===== src/rtl/fifo_sync_param.sv =====
// fifo_sync_param: single-clock FIFO with arbitrary depth, occupancy/threshold flags and response pulses.
// Define FIFO_FWFT_EN for first-word-fall-through output; otherwise reads are registered.
module fifo_sync_param #(
    parameter int FIFO_WIDTH = 16,
    parameter int FIFO_DEPTH = 8,
    parameter int AF_LEVEL   = 7,
    parameter int AE_LEVEL   = 1,
    localparam int AW = (FIFO_DEPTH > 1) ? $clog2(FIFO_DEPTH) : 1,
    localparam int CW = $clog2(FIFO_DEPTH + 1)
) (
    input  logic                  clk,
    input  logic                  rst,
    input  logic [FIFO_WIDTH-1:0] data_in,
    input  logic                  wr_en,
    input  logic                  rd_en,
    output logic [FIFO_WIDTH-1:0] data_out,
    output logic                  rd_valid,
    output logic                  wr_ack,
    output logic                  overflow,
    output logic                  underflow,
    output logic                  full,
    output logic                  empty,
    output logic                  almostfull,
    output logic                  almostempty,
    output logic [CW-1:0]         count
);
    logic [FIFO_WIDTH-1:0] mem_q [FIFO_DEPTH];
    logic [AW-1:0] wr_ptr_q, wr_ptr_d, rd_ptr_q, rd_ptr_d;
    logic [CW-1:0] count_q, count_d;
    logic wr_ack_q, overflow_q, underflow_q;
    logic rd_acc, wr_acc;

    assign full        = count_q == CW'(FIFO_DEPTH);
    assign empty       = count_q == '0;
    assign almostfull  = count_q >= CW'(AF_LEVEL);
    assign almostempty = count_q <= CW'(AE_LEVEL);
    assign count       = count_q;
    assign wr_ack      = wr_ack_q;
    assign overflow    = overflow_q;
    assign underflow   = underflow_q;
    // A read frees a slot in the same cycle, so a full FIFO can still take a write alongside it.
    assign rd_acc      = rd_en && !empty;
    assign wr_acc      = wr_en && (!full || rd_acc);

    always_comb begin
        wr_ptr_d = wr_acc ? ((wr_ptr_q == AW'(FIFO_DEPTH - 1)) ? '0 : wr_ptr_q + AW'(1)) : wr_ptr_q;
        rd_ptr_d = rd_acc ? ((rd_ptr_q == AW'(FIFO_DEPTH - 1)) ? '0 : rd_ptr_q + AW'(1)) : rd_ptr_q;
        count_d  = count_q + CW'(wr_acc) - CW'(rd_acc);
    end

    always_ff @(posedge clk) begin
        if (rst) begin
            wr_ptr_q    <= '0;
            rd_ptr_q    <= '0;
            count_q     <= '0;
            wr_ack_q    <= 1'b0;
            overflow_q  <= 1'b0;
            underflow_q <= 1'b0;
        end else begin
            wr_ptr_q    <= wr_ptr_d;
            rd_ptr_q    <= rd_ptr_d;
            count_q     <= count_d;
            wr_ack_q    <= wr_acc;
            overflow_q  <= wr_en && !wr_acc;
            underflow_q <= rd_en && !rd_acc;
        end
    end

    always_ff @(posedge clk) begin
        if (!rst && wr_acc) mem_q[wr_ptr_q] <= data_in;
    end

`ifdef FIFO_FWFT_EN
    assign data_out = mem_q[rd_ptr_q];
    assign rd_valid = !empty;
`else
    logic [FIFO_WIDTH-1:0] data_out_q, data_out_d;
    logic rd_valid_q;

    assign data_out   = data_out_q;
    assign rd_valid   = rd_valid_q;
    assign data_out_d = rd_acc ? mem_q[rd_ptr_q] : data_out_q;

    always_ff @(posedge clk) begin
        if (rst) begin
            data_out_q <= '0;
            rd_valid_q <= 1'b0;
        end else begin
            data_out_q <= data_out_d;
            rd_valid_q <= rd_acc;
        end
    end
`endif
endmodule


===== config.mk =====
export PLATFORM = sky130hd
export DESIGN_NAME = fifo_sync_param
export DESIGN_NICKNAME = d
export VERILOG_FILES = /design/src/rtl/fifo_sync_param.sv
export SDC_FILE = /design/constraint.sdc
export NUM_CORES = 1
export LEC_CHECK = 0
export ABC_AREA = 1
export BUFFER_PORTS_ARGS = -buffer_cell sky130_fd_sc_hd__buf_4
export CAP_MARGIN = 20
export CORE_UTILIZATION = 58
export DETAILED_ROUTE_END_ITERATION = 10
export PLACE_DENSITY = 0.83
export SETUP_SLACK_MARGIN = 0.05
export SLEW_MARGIN = 20
export SYNTH_ARGS = -nofsm -noshare
export SYNTH_HDL_FRONTEND = slang
export SYNTH_SLANG_ARGS = --single-unit
export TNS_END_PERCENT = 1

===== constraint.sdc =====
create_clock -name clk -period 2.55 [get_ports clk]
set_input_delay 0 -clock clk [delete_from_list [all_inputs] [get_ports clk]]
set_output_delay 0 -clock clk [all_outputs]
set_load 0.005 [all_outputs]

==> results of run 1 <==
per-layer routing:
metal,up-vias,GRT usage (%)
met3,60,7.05
li1,2272,-
met1,2299,34.1
met2,302,47.8
met4,0,16.6
met5,-,0
cell type report:
type	instances	area, um2
multi-input combinational	358	1710
sequential	158	4450
tap	140	175
clock buffer	18	429
inverter	114	429
timing repair buffer	85	751
clock inverter	14	288
fill	646	2860
how the worst max path moves through the flow:
| stage | from | to | slack (ns) | depth (start not counted) |
|---|---|---|---|---|
| after floorplan | count[2]$_SDFF_PP0_ | mem_q[0][0]$_DFFE_PP_ | 0.29 | 9 |
| after global placement | count[2]$_SDFF_PP0_ | count[2]$_SDFF_PP0_ | 0.33 | 12 |
| after detailed placement | count[2]$_SDFF_PP0_ | count[2]$_SDFF_PP0_ | 0.24 | 12 |
| after CTS | count[2]$_SDFF_PP0_ | count[2]$_SDFF_PP0_ | 0.23 | 12 |
| after global routing | count[2]$_SDFF_PP0_ | count[2]$_SDFF_PP0_ | 0.05 | 12 |
| final | count[2]$_SDFF_PP0_ | count[2]$_SDFF_PP0_ | 0.23 | 12 |
flip-flops by register name (all words and copies together) (netlist names):
register,cells
count,4
data_out,16
mem_q,128
overflow,1
rd_ptr_q,3
rd_valid,1
underflow,1
wr_ack,1
wr_ptr_q,3
worst max-delay path: cells and delay by family, from the launching register on:
family | cells | cell delay, ns
adder cells (fa/ha/maj) | 4 | 1.12
XOR/XNOR | 1 | 0.16
flip-flops | 1 | 0.36
buffers and inverters | 2 | 0.14
AND/OR/NAND/NOR | 5 | 0.42
through the flow:
| step | total power [W] | worst slack [ns] | std cells |
|---|---|---|---|
| 2_1_floorplan | 0.00432 | 0.291 | 660 |
| 4_1_cts | 0.00807 | 0.227 | 887 |
| 5_1_grt | 0.00842 | 0.0543 | 887 |
| 6_report | 0.00808 | 0.232 | 887 |
| 3_3_place_gp | 0.00488 | 0.327 | 835 |
| 3_5_place_dp | 0.00497 | 0.237 | 835 |
cells by family after synthesis:
| logic type | synth area share, % |
|---|---|
| compound gates | 2.19 |
| simple gates | 20.5 |
| flops | 66.0 |
| xor+xnor | 0.130 |
| fa+ha+maj | 2.53 |
| buf+inv | 8.69 |
power by group through the flow:
stage	Clock (W)	Combinational (W)	Sequential (W)
after floorplan	0	0.00119	0.00314
after global placement	0	0.00173	0.00315
after detailed placement	0	0.00181	0.00316
after CTS	0.00308	0.00188	0.00311
after global routing	0.00316	0.00212	0.00314
final	0.00306	0.00190	0.00312
what timing repair did:
action                                 4_1_cts  5_1_grt
endpoints found under the hold margin      154        0
hold buffers                                20        0
buffers inserted                             0        0
placed cells by master (no fill, tap or decap), drive strengths merged:
cell type      n
edfxtp       128
ha            12
a21oi         23
bufinv         8
clkinvlp       1
dlygate4sd3   20
o21ai          2
nor3b          1
fa             1
nand2        194
buf           65
nand3         98
a21o           2
nor2          21
a22oi          1
inv          114
clkbuf        18
dfxtp         30
nand4          2
xnor2          1
clkinv         5
==> summary.txt, run 1 <==
Status
  • Status: complete, no violations

Logic synthesis
  • Top cells by area, synth: edfxtp_1 57%, nand2_1 10%, dfxtp_1 8.9%
  • Post-synth EDFFs: 128
  • Post-Syn Area: 6740 um2
  • Top cell type's share of synthesized area: 57.1%
  • Share of synthesized registers carrying an async set or reset: 0%
  • Mapped Nets: 693
  • Cell taking the most area after synthesis: edfxtp_1
  • Unique masters post-synth: 26
  • Yosys reg bits: ~160
  • Avg Cell Area, Syn: 10.2 um2
  • Count leader, synth: nand2_1
  • Post-Synthesis Cells: between 600 and 700
  • Ys Warns: 0
  • Post-synth top cells: 188 x nand2_1, 128 x edfxtp_1, 110 x inv_1
  • Register area share after synthesis: 66.0%
  • Primary FF master, synth: edfxtp_1

Timing
  • Final setup vio count: 0
  • Peak Freq: roughly 430 MHz
  • Setup TNS: 0 ns
  • Final hold slack: 0.349 ns
  • Slew @ Worst Pin: between 0.7 and 0.8 ns
  • Fin crit share: 90.9%
  • Final hold viol count: 0
  • Slew Limit Fails: 0
  • Unrepaired setup endpoints after global routing: no
  • Tmin final: between 2 and 2.5 ns
  • Worst Clk Skew: about 0.0076 ns
  • Slew margin rel.: about 53%

Worst setup path
  • RR Endpoint: count[2]$_SDFF_PP0_
  • Flop-to-flop setup slack: 0.23 ns
  • Reg2reg start: count[2]$_SDFF_PP0_
  • Largest stage delay, worst path: 0.39 ns
  • CP Class: reg -> reg
  • CP Launch Type: flop
  • FF-to-FF path depth: 12
  • Worst Path Required: 2.86 ns
  • Worst-path maximum fanout: 5
  • Crit. End Element: flop
  • Cell-by-cell trace of the critical path: inv_1 > ha_1 > nand2_2 > nand2_4 > nand2_4 > nand2_4 > ha_1 > inv_1 > ha_1 > fa_1 > xnor2_1 > nor2_1
  • Slowest CP cell: fa_1
  • Arr. time, crit path: ~2.6 ns

Drt
  • DR WL/cell: about 18 um
  • Max layer used: met4
  • DRT Wirelength: ~16 mm
  • Initial DRC Count: ~460
  • DRC violations left: 0
  • Via count: ~5000
  • Pre-antenna DRT Iters: 5
  • Antenna viol nets, final: 0
  • Met2 WL: 7.69 mm
  • WL met1: 5.73 mm
  • Avg Vias per Cell: 5.56
  • WL met3: about 1.5 mm

Place
  • Routability cong.: 0.802
  • DP HPWL: 8.85 mm
  • Buffers on Ports: 47
  • Dpl cell area: 7310 um2

Clocking
  • TritonCTS clock tree: yes
  • Num CTS Buffers: 17
  • Clock buffer depth: 2
  • Clk root buf: clkbuf_16
  • Clock Latency Late Sink: between 0.4 and 0.5 ns
  • Post-CTS Resized: 0
  • Worst-path clk slew: about 0.060 ns
  • Htree depth: 4
  • Clock Sinks: roughly 160

Power and ir drop
  • Worst VDD drop: 708 uV
  • Pint: 0.00574 W
  • Pwr dens: 982 nW/um2
  • Clock network power share: 37.9%
  • Sw frac: a little under 30%
  • Switching Power: 0.00234 W
  • Leak: 3.59 nW
  • Logic gate share of total power: between 20% and 30%
  • Reg power frac: 38.6%

Floorplanning
  • Chip Width: 110 um
  • Core box area: roughly 11000 um2
  • Num rows: 38
  • Die area: 12000 um2
  • I/O Pins: 48
  • Initial Util: approximately 61%
  • Die Ht: between 100 and 150 um

Global routing
  • Vias in the first global route: 4885
  • GRT Residual Overflow: 0
  • First-pass GRT wire length: 24.7 mm
  • GRT Total Usage: 28.7%
  • Initial antenna violation count: 0
  • Largest net degree at the start of global routing: 67

Cells and area
  • Final layout net count: between 700 and 800
  • Area Growth Syn to Fin: 22.1%
  • Final instance area: 8220 um2
  • Diodes inserted: 0
  • Layout cell share with drive strength beyond 1: approximately 15%
  • Final core utilization: between 70% and 80%

Hold path
  • Hold Path End: mem_q[0][15]$_DFFE_PP_
  • Hold Startpoint: data_in[15]
  • Hold Crit Depth: 2
  • Hold crit path type: in -> reg

Flow run
  • Max cap viols: 0
(Power assumes the default switching activity.)
==> inputs of run 2 (changes only) <==
RECOVER_POWER = 100   (was default)
==> run 2 against run 1 <==
Net effect: clock power hardly changed; power is 1.0% lower; count of clock-buffer cells in the layout stayed put; sequential power hardly changed; critical path type unchanged.
==> summary.txt, run 2 (synthesis results as in run 1) <==
Status
  • Status: complete, no violations

Cells and area
  • Reg area: ~4400 um2
  • Final core utilization: 72.9%
  • Commonest cells after routing, fill and taps aside: 190 x nand2_1, 128 x edfxtp_1, 110 x inv_1
  • Max FFs per register: 128
  • Final layout net count: 767
  • Multi-input logic area: about 1700 um2
  • Area Growth Syn to Fin: 19.9%
  • Fillers: 691
  • Layout cell share with drive strength beyond 1: 10.2%
  • Largest reg by FF count: mem_q
  • Commonest non-fill, non-tap cell in the layout: nand2_1
  • Diodes inserted: 0

Timing
  • Final hold viol count: 0
  • Slew @ Worst Pin: between 1 and 1.5 ns
  • Peak Freq: 424 MHz
  • Slew Limit Fails: 0
  • Final setup vio count: 0
  • Setup TNS: 0 ns
  • Slew margin rel.: about a tenth
  • Worst Clk Skew: 0.00503 ns
  • Tmin final: 2.36 ns
  • Unrepaired setup endpoints after global routing: no
  • Fin crit share: 92.6%

Drt
  • Antenna viol nets, final: 0
  • DRC violations left: 0
  • Avg Vias per Cell: between 5 and 6
  • Via count: 4912
  • Pre-antenna DRT Iters: 7
  • Initial DRC Count: 494
  • DR WL/cell: 17.5 um
  • DRT Wirelength: 15.5 mm

Clocking
  • Post-CTS Resized: 0
  • Clock Sinks: between 150 and 200
  • TritonCTS clock tree: yes
  • Num CTS Buffers: 17
  • Clk root buf: clkbuf_16
  • Htree depth: 4
  • Clock Latency Late Sink: approximately 0.43 ns
  • Worst-path clk slew: 0.06 ns
  • Clock buffer depth: 2

Worst setup path
  • Crit. End Element: flop
  • Arr. time, crit path: 2.44 ns
  • CP Launch Type: flop
  • Top cell by count, worst path: nand2_4
  • Reg2reg start: count[2]$_SDFF_PP0_
  • Slowest CP cell: clkbuf_2
  • Flop-to-flop setup slack: 0.19 ns
  • CP endpoint: mem_q[4][15]$_DFFE_PP_
  • Crit path launch: count[2]$_SDFF_PP0_
  • FF-to-FF path depth: 10
  • Cell-by-cell trace of the critical path: inv_1 > ha_1 > nand2_2 > nand2_4 > nand2_4 > nand2_4 > nor2_1 > nand2_1 > nor2_1 > clkbuf_2
  • Largest stage delay, worst path: approximately 0.43 ns
  • CP Class: reg -> reg
  • Worst-path maximum fanout: 12
  • RR Endpoint: mem_q[4][15]$_DFFE_PP_
  • Worst Path Required: 2.62 ns

Floorplanning
  • Chip Width: 110 um
  • Initial Util: 60.8%
  • Die Ht: 110 um
  • Die area: between 10000 and 15000 um2
  • I/O Pins: 48
  • Core box area: 11100 um2
  • Num rows: 38

Global routing
  • GRT Total Usage: 28.7%
  • Vias in the first global route: 4885
  • Largest net degree at the start of global routing: 67
  • Initial antenna violation count: 0
  • First-pass GRT wire length: 24.7 mm
  • GRT Residual Overflow: 0

Power and ir drop
  • Worst VDD drop: 665 uV
  • Reg power frac: 38.9%
  • Logic gate share of total power: a little under a quarter
  • Sw frac: 29.0%
  • Clock network power share: a little under two fifths
  • Pint: 0.00568 W
  • Pwr dens: slightly below 1000 nW/um2
  • Leak: 3.45 nW
  • Switching Power: 0.00232 W

Place
  • Routability cong.: 0.802
  • DP HPWL: 8.85 mm
  • Buffers on Ports: 47

Flow run
  • Max cap viols: 0

Hold path
  • Hold crit path type: in -> reg
run 2: how the worst min path moves through the flow:
stage / from / to / slack, ns / cells after the start
5_1_grt: rd_en / underflow$_SDFF_PP0_ / 0.43 / 4
4_1_cts: data_in[3] / mem_q[3][3]$_DFFE_PP_ / 0.34 / 2
3_3_place_gp: data_in[3] / mem_q[4][3]$_DFFE_PP_ / 0.24 / 1
2_1_floorplan: data_in[0] / mem_q[0][0]$_DFFE_PP_ / 0.1 / 0
6_report: rd_en / underflow$_SDFF_PP0_ / 0.41 / 4
3_5_place_dp: data_in[12] / mem_q[4][12]$_DFFE_PP_ / 0.24 / 1
run 2: worst max-delay path, delay by kind of cell, from the launching register on:
family                     cells  cell delay, ns
and+or+nand+nor                7            0.86
DFF                            1            0.36
adders and majority gates      1            0.25
buffers and inverters          2            0.53
run 2: power groups by stage:
stage	combinational, W	sequential (W)	clock [W]
after detailed placement	0.00181	0.00316	0
after global routing	0.00205	0.00313	0.00316
after global placement	0.00173	0.00315	0
final	0.00182	0.00311	0.00306
after CTS	0.00188	0.00311	0.00308
after floorplan	0.00119	0.00314	0
run 2: per-stage QoR:
| stage | cells | setup WS [ns] | area [um2] | power (W) | hold WS [ns] |
|---|---|---|---|---|---|
| after floorplan | 660 | 0.291 | 6740 | 0.00432 | 0.0989 |
| after global placement | 835 | 0.327 | 7310 | 0.00488 | 0.235 |
| after detailed placement | 835 | 0.237 | 7310 | 0.00497 | 0.243 |
| after CTS | 887 | 0.227 | 8220 | 0.00807 | 0.337 |
| after global routing | 887 | 0.0310 | 8070 | 0.00835 | 0.429 |
| final | 887 | 0.189 | 8070 | 0.00800 | 0.406 |
run 2: what timing repair did:
item	in CTS	in global routing
setup buffers	0	0
endpoints found under the hold margin	154	0
hold buffers	20	0
run 2: layout make-up:
class | count | share of cell area, %
inverters | 114 | 5.32
repair buffers | 85 | 7.81
clock inverters | 14 | 3.56
well taps | 140 | 2.17
multi-input cells | 358 | 20.8
clock buffers | 18 | 5.32
flip-flops and latches | 158 | 55.1
run 2: layer usage:
layer  routed length (um)  GRT usage, %  vias up
met4                  682          16.6        0
met3                 1310          7.05       59
li1                     -             -     2274
met5                    0             0        -
met1                 5810          34.1     2299
met2                 7690          47.8      280
==> inputs of run 3 (changes only) <==
--- a/config.mk
+++ b/config.mk
@@ -7,3 +7,2 @@
 export LEC_CHECK = 0
-export ABC_AREA = 1
 export BUFFER_PORTS_ARGS = -buffer_cell sky130_fd_sc_hd__buf_4
@@ -14,2 +13,3 @@
 export RECOVER_POWER = 100
+export REMOVE_ABC_BUFFERS = 1
 export SETUP_SLACK_MARGIN = 0.05
==> constraint.sdc (replaced) <==
create_clock -name clk -period 2.55 [get_ports clk]
set_input_delay 0.1275 -clock clk [delete_from_list [all_inputs] [get_ports clk]]
set_output_delay 0.1275 -clock clk [all_outputs]
set_load 0.005 [all_outputs]
==> run 3 against run 2 <==
Net effect: die area down 8.5%; synthesized area shrank 8.6%; hold slack improved by 0.017 ns; critical path depth is 2 lower; first-iteration DRC count is 54% lower.
==> summary.txt, run 3 <==
Worst setup path
  • Worst-path maximum fanout: 10
  • Largest stage delay, worst path: 0.40 ns
  • Arr. time, crit path: about 2.6 ns
  • Crit. End Element: flop
  • FF-to-FF path depth: 8
  • CP Class: reg -> reg
  • Worst path top cell family by delay: simple AND/OR/NAND/NOR gates
  • WP buf/inv: 3
  • Slowest CP cell: or3b_4
  • Reg2reg start: count[2]$_SDFF_PP0_
  • CP Launch Type: flop
  • Flop-to-flop setup slack: 0.13 ns
  • RR Endpoint: mem_q[3][12]$_DFFE_PP_
  • Worst Path Required: between 2 and 3 ns
  • Cell-by-cell trace of the critical path: inv_2 > ha_1 > and2b_1 > o21ai_4 > clkbuf_4 > or3b_4 > nor2_1 > buf_2

Floorplanning
  • Initial Util: roughly three fifths
  • I/O Pins: 48
  • Chip Width: 105 um
  • Die Ht: 105 um
  • Num rows: 37
  • Core box area: about 10000 um2
  • Die area: around 11000 um2

Logic synthesis
  • Post-Synthesis Cells: 369
  • Count leader, synth: edfxtp_1
  • Share of synthesized registers carrying an async set or reset: 0%
  • Top cells by area, synth: edfxtp_1 62%, mux2i_1 11%, dfxtp_1 9.8%
  • Ys Warns: 0
  • Post-synth top cells: 128 x edfxtp_1, 65 x mux2i_1, 32 x a22oi_1
  • Unique masters post-synth: 32
  • Primary FF master, synth: edfxtp_1
  • Register area share after synthesis: 72.2%
  • Cell taking the most area after synthesis: edfxtp_1
  • Avg Cell Area, Syn: approximately 17 um2
  • Post-Syn Area: 6150 um2
  • Post-synth EDFFs: 128
  • Top cell type's share of synthesized area: 62.5%
  • Yosys reg bits: around 160

Hold path
  • Hold Startpoint: rst
  • Hold crit path type: in -> reg
  • Hold Path End: rd_ptr_q[0]$_SDFFE_PP0P_
  • Hold Crit Depth: 3

Timing
  • Final setup vio count: 0
  • Final hold viol count: 0
  • Slew Limit Fails: 0
  • Peak Freq: between 400 and 500 MHz
  • Unrepaired setup endpoints after global routing: no
  • Fin crit share: 95.0%
  • Slew margin rel.: between 30% and 40%
  • Worst Clk Skew: 0.0135 ns
  • Final WS setup: 0.129 ns
  • Slew @ Worst Pin: approximately 1 ns
  • Tmin final: 2.42 ns

Drt
  • Pre-antenna DRT Iters: 4
  • Avg Vias per Cell: 5.80
  • Initial DRC Count: approximately 230
  • DRC violations left: 0
  • Via count: 3513
  • DRT Wirelength: 12.1 mm
  • DR WL/cell: roughly 20 um
  • Antenna viol nets, final: 0

Global routing
  • Initial antenna violation count: 0
  • Vias in the first global route: roughly 3700
  • GRT Total Usage: 24.0%
  • First-pass GRT wire length: around 19 mm
  • GRT Residual Overflow: 0
  • Largest net degree at the start of global routing: 32

Cells and area
  • Commonest non-fill, non-tap cell in the layout: edfxtp_1
  • Largest reg by FF count: mem_q
  • Fin cells: roughly 610
  • Commonest cells after routing, fill and taps aside: 128 x edfxtp_1, 65 x mux2i_1, 32 x a22oi_1
  • Area Growth Syn to Fin: 20.5%
  • Final layout net count: between 400 and 500
  • Max FFs per register: ~130
  • Diodes inserted: 0
  • Final core utilization: around 72%
  • Layout cell share with drive strength beyond 1: 19.1%

Place
  • Routability cong.: approximately 0.75
  • DP HPWL: 6.94 mm
  • Pre-CTS worst setup slack: 0.0692 ns
  • Buffers on Ports: 47
  • Placed insts: around 550

Power and ir drop
  • Worst VDD drop: 731 uV
  • Pwr dens: around 930 nW/um2
  • Leak: 2.57 nW
  • Tot Pwr: 0.00688 W

Clocking
  • Num CTS Buffers: 17
  • Clock Latency Late Sink: 0.53 ns
  • Clock buffer depth: 2
  • Worst-path clk slew: 0.07 ns
  • Htree depth: 4
  • Clock Sinks: roughly 160
  • Clk root buf: clkbuf_8
  • TritonCTS clock tree: yes

Flow run
  • Max cap viols: 0

Status
  • Status: complete, no violations
[run 3: worst reg2reg max path: stages (launching register included)]
cell,delay (ns)
dfxtp_1,0.37
inv_2,0.07
ha_1,0.23
and2b_1,0.28
o21ai_4,0.09
clkbuf_4,0.14
or3b_4,0.40
nor2_1,0.17
buf_2,0.33
[run 3: worst max-delay path by stage]
stage                                   from                  endpoint  slack (ns)  depth (start not counted)
floorplan           rd_ptr_q[0]$_SDFFE_PP0P_  rd_ptr_q[2]$_SDFFE_PP0P_       -0.62                          4
global placement         count[2]$_SDFF_PP0_       count[2]$_SDFF_PP0_        0.16                         11
detailed placement       count[2]$_SDFF_PP0_       count[1]$_SDFF_PP0_        0.07                          9
CTS                      count[3]$_SDFF_PP0_       count[2]$_SDFF_PP0_        0.07                         11
global route             count[2]$_SDFF_PP0_    mem_q[3][12]$_DFFE_PP_        0.03                          8
finish                   count[2]$_SDFF_PP0_    mem_q[3][12]$_DFFE_PP_        0.13                          8
[run 3: final cells by class]
cell class / count / area [um2]
repair buffers: 88 / 638
well taps: 136 / 170
clock inverters: 14 / 149
flip-flops and latches: 158 / 4450
multi-input cells: 184 / 1560
clock buffers: 18 / 418
fillers: 649 / 2910
inverters: 8 / 30.0
[run 3: repair_timing]
| item | 4_1_cts | 5_1_grt |
|---|---|---|
| setup buffers | 0 | 3 |
| hold endpoints to repair | 141 | 0 |
| gates resized for setup | 0 | 4 |
| hold buffers | 19 | 0 |
| setup endpoints to repair | 0 | 3 |
[run 3: cells by family after synthesis]
group                      synth area share, %
AOI/OAI and AO/OA                         7.83
xor gates and xnor gates                 0.285
adders and majority gates                 2.76
buffers and inverters                     2.44
DFF                                       72.2
muxes                                     10.6
and+or+nand+nor                           3.90
[run 3: power by group]
group	switching, W	internal [W]
sequential	0.000182	0.00297
combinational	0.000639	0.000690
clock	0.00107	0.00133
total	0.00189	0.00499
[run 3: stage by stage]
step | TNS [ns] | hold WS, ns | area, um2
2_1_floorplan | -23.33 | 0.197 | 6030
3_3_place_gp | 0 | 0.354 | 6730
3_5_place_dp | 0 | 0.360 | 6730
4_1_cts | 0 | 0.342 | 7480
5_1_grt | 0 | 0.421 | 7410
6_report | 0 | 0.423 | 7410
[run 3: per-layer routing]
layer	GRT usage, %	vias to the layer above	share of wire, %
met5	0	-	0
met4	11.8	0	1.9
met3	5.93	22	7.3
li1	-	1625	-
met1	28.6	1715	39
met2	40.7	151	52
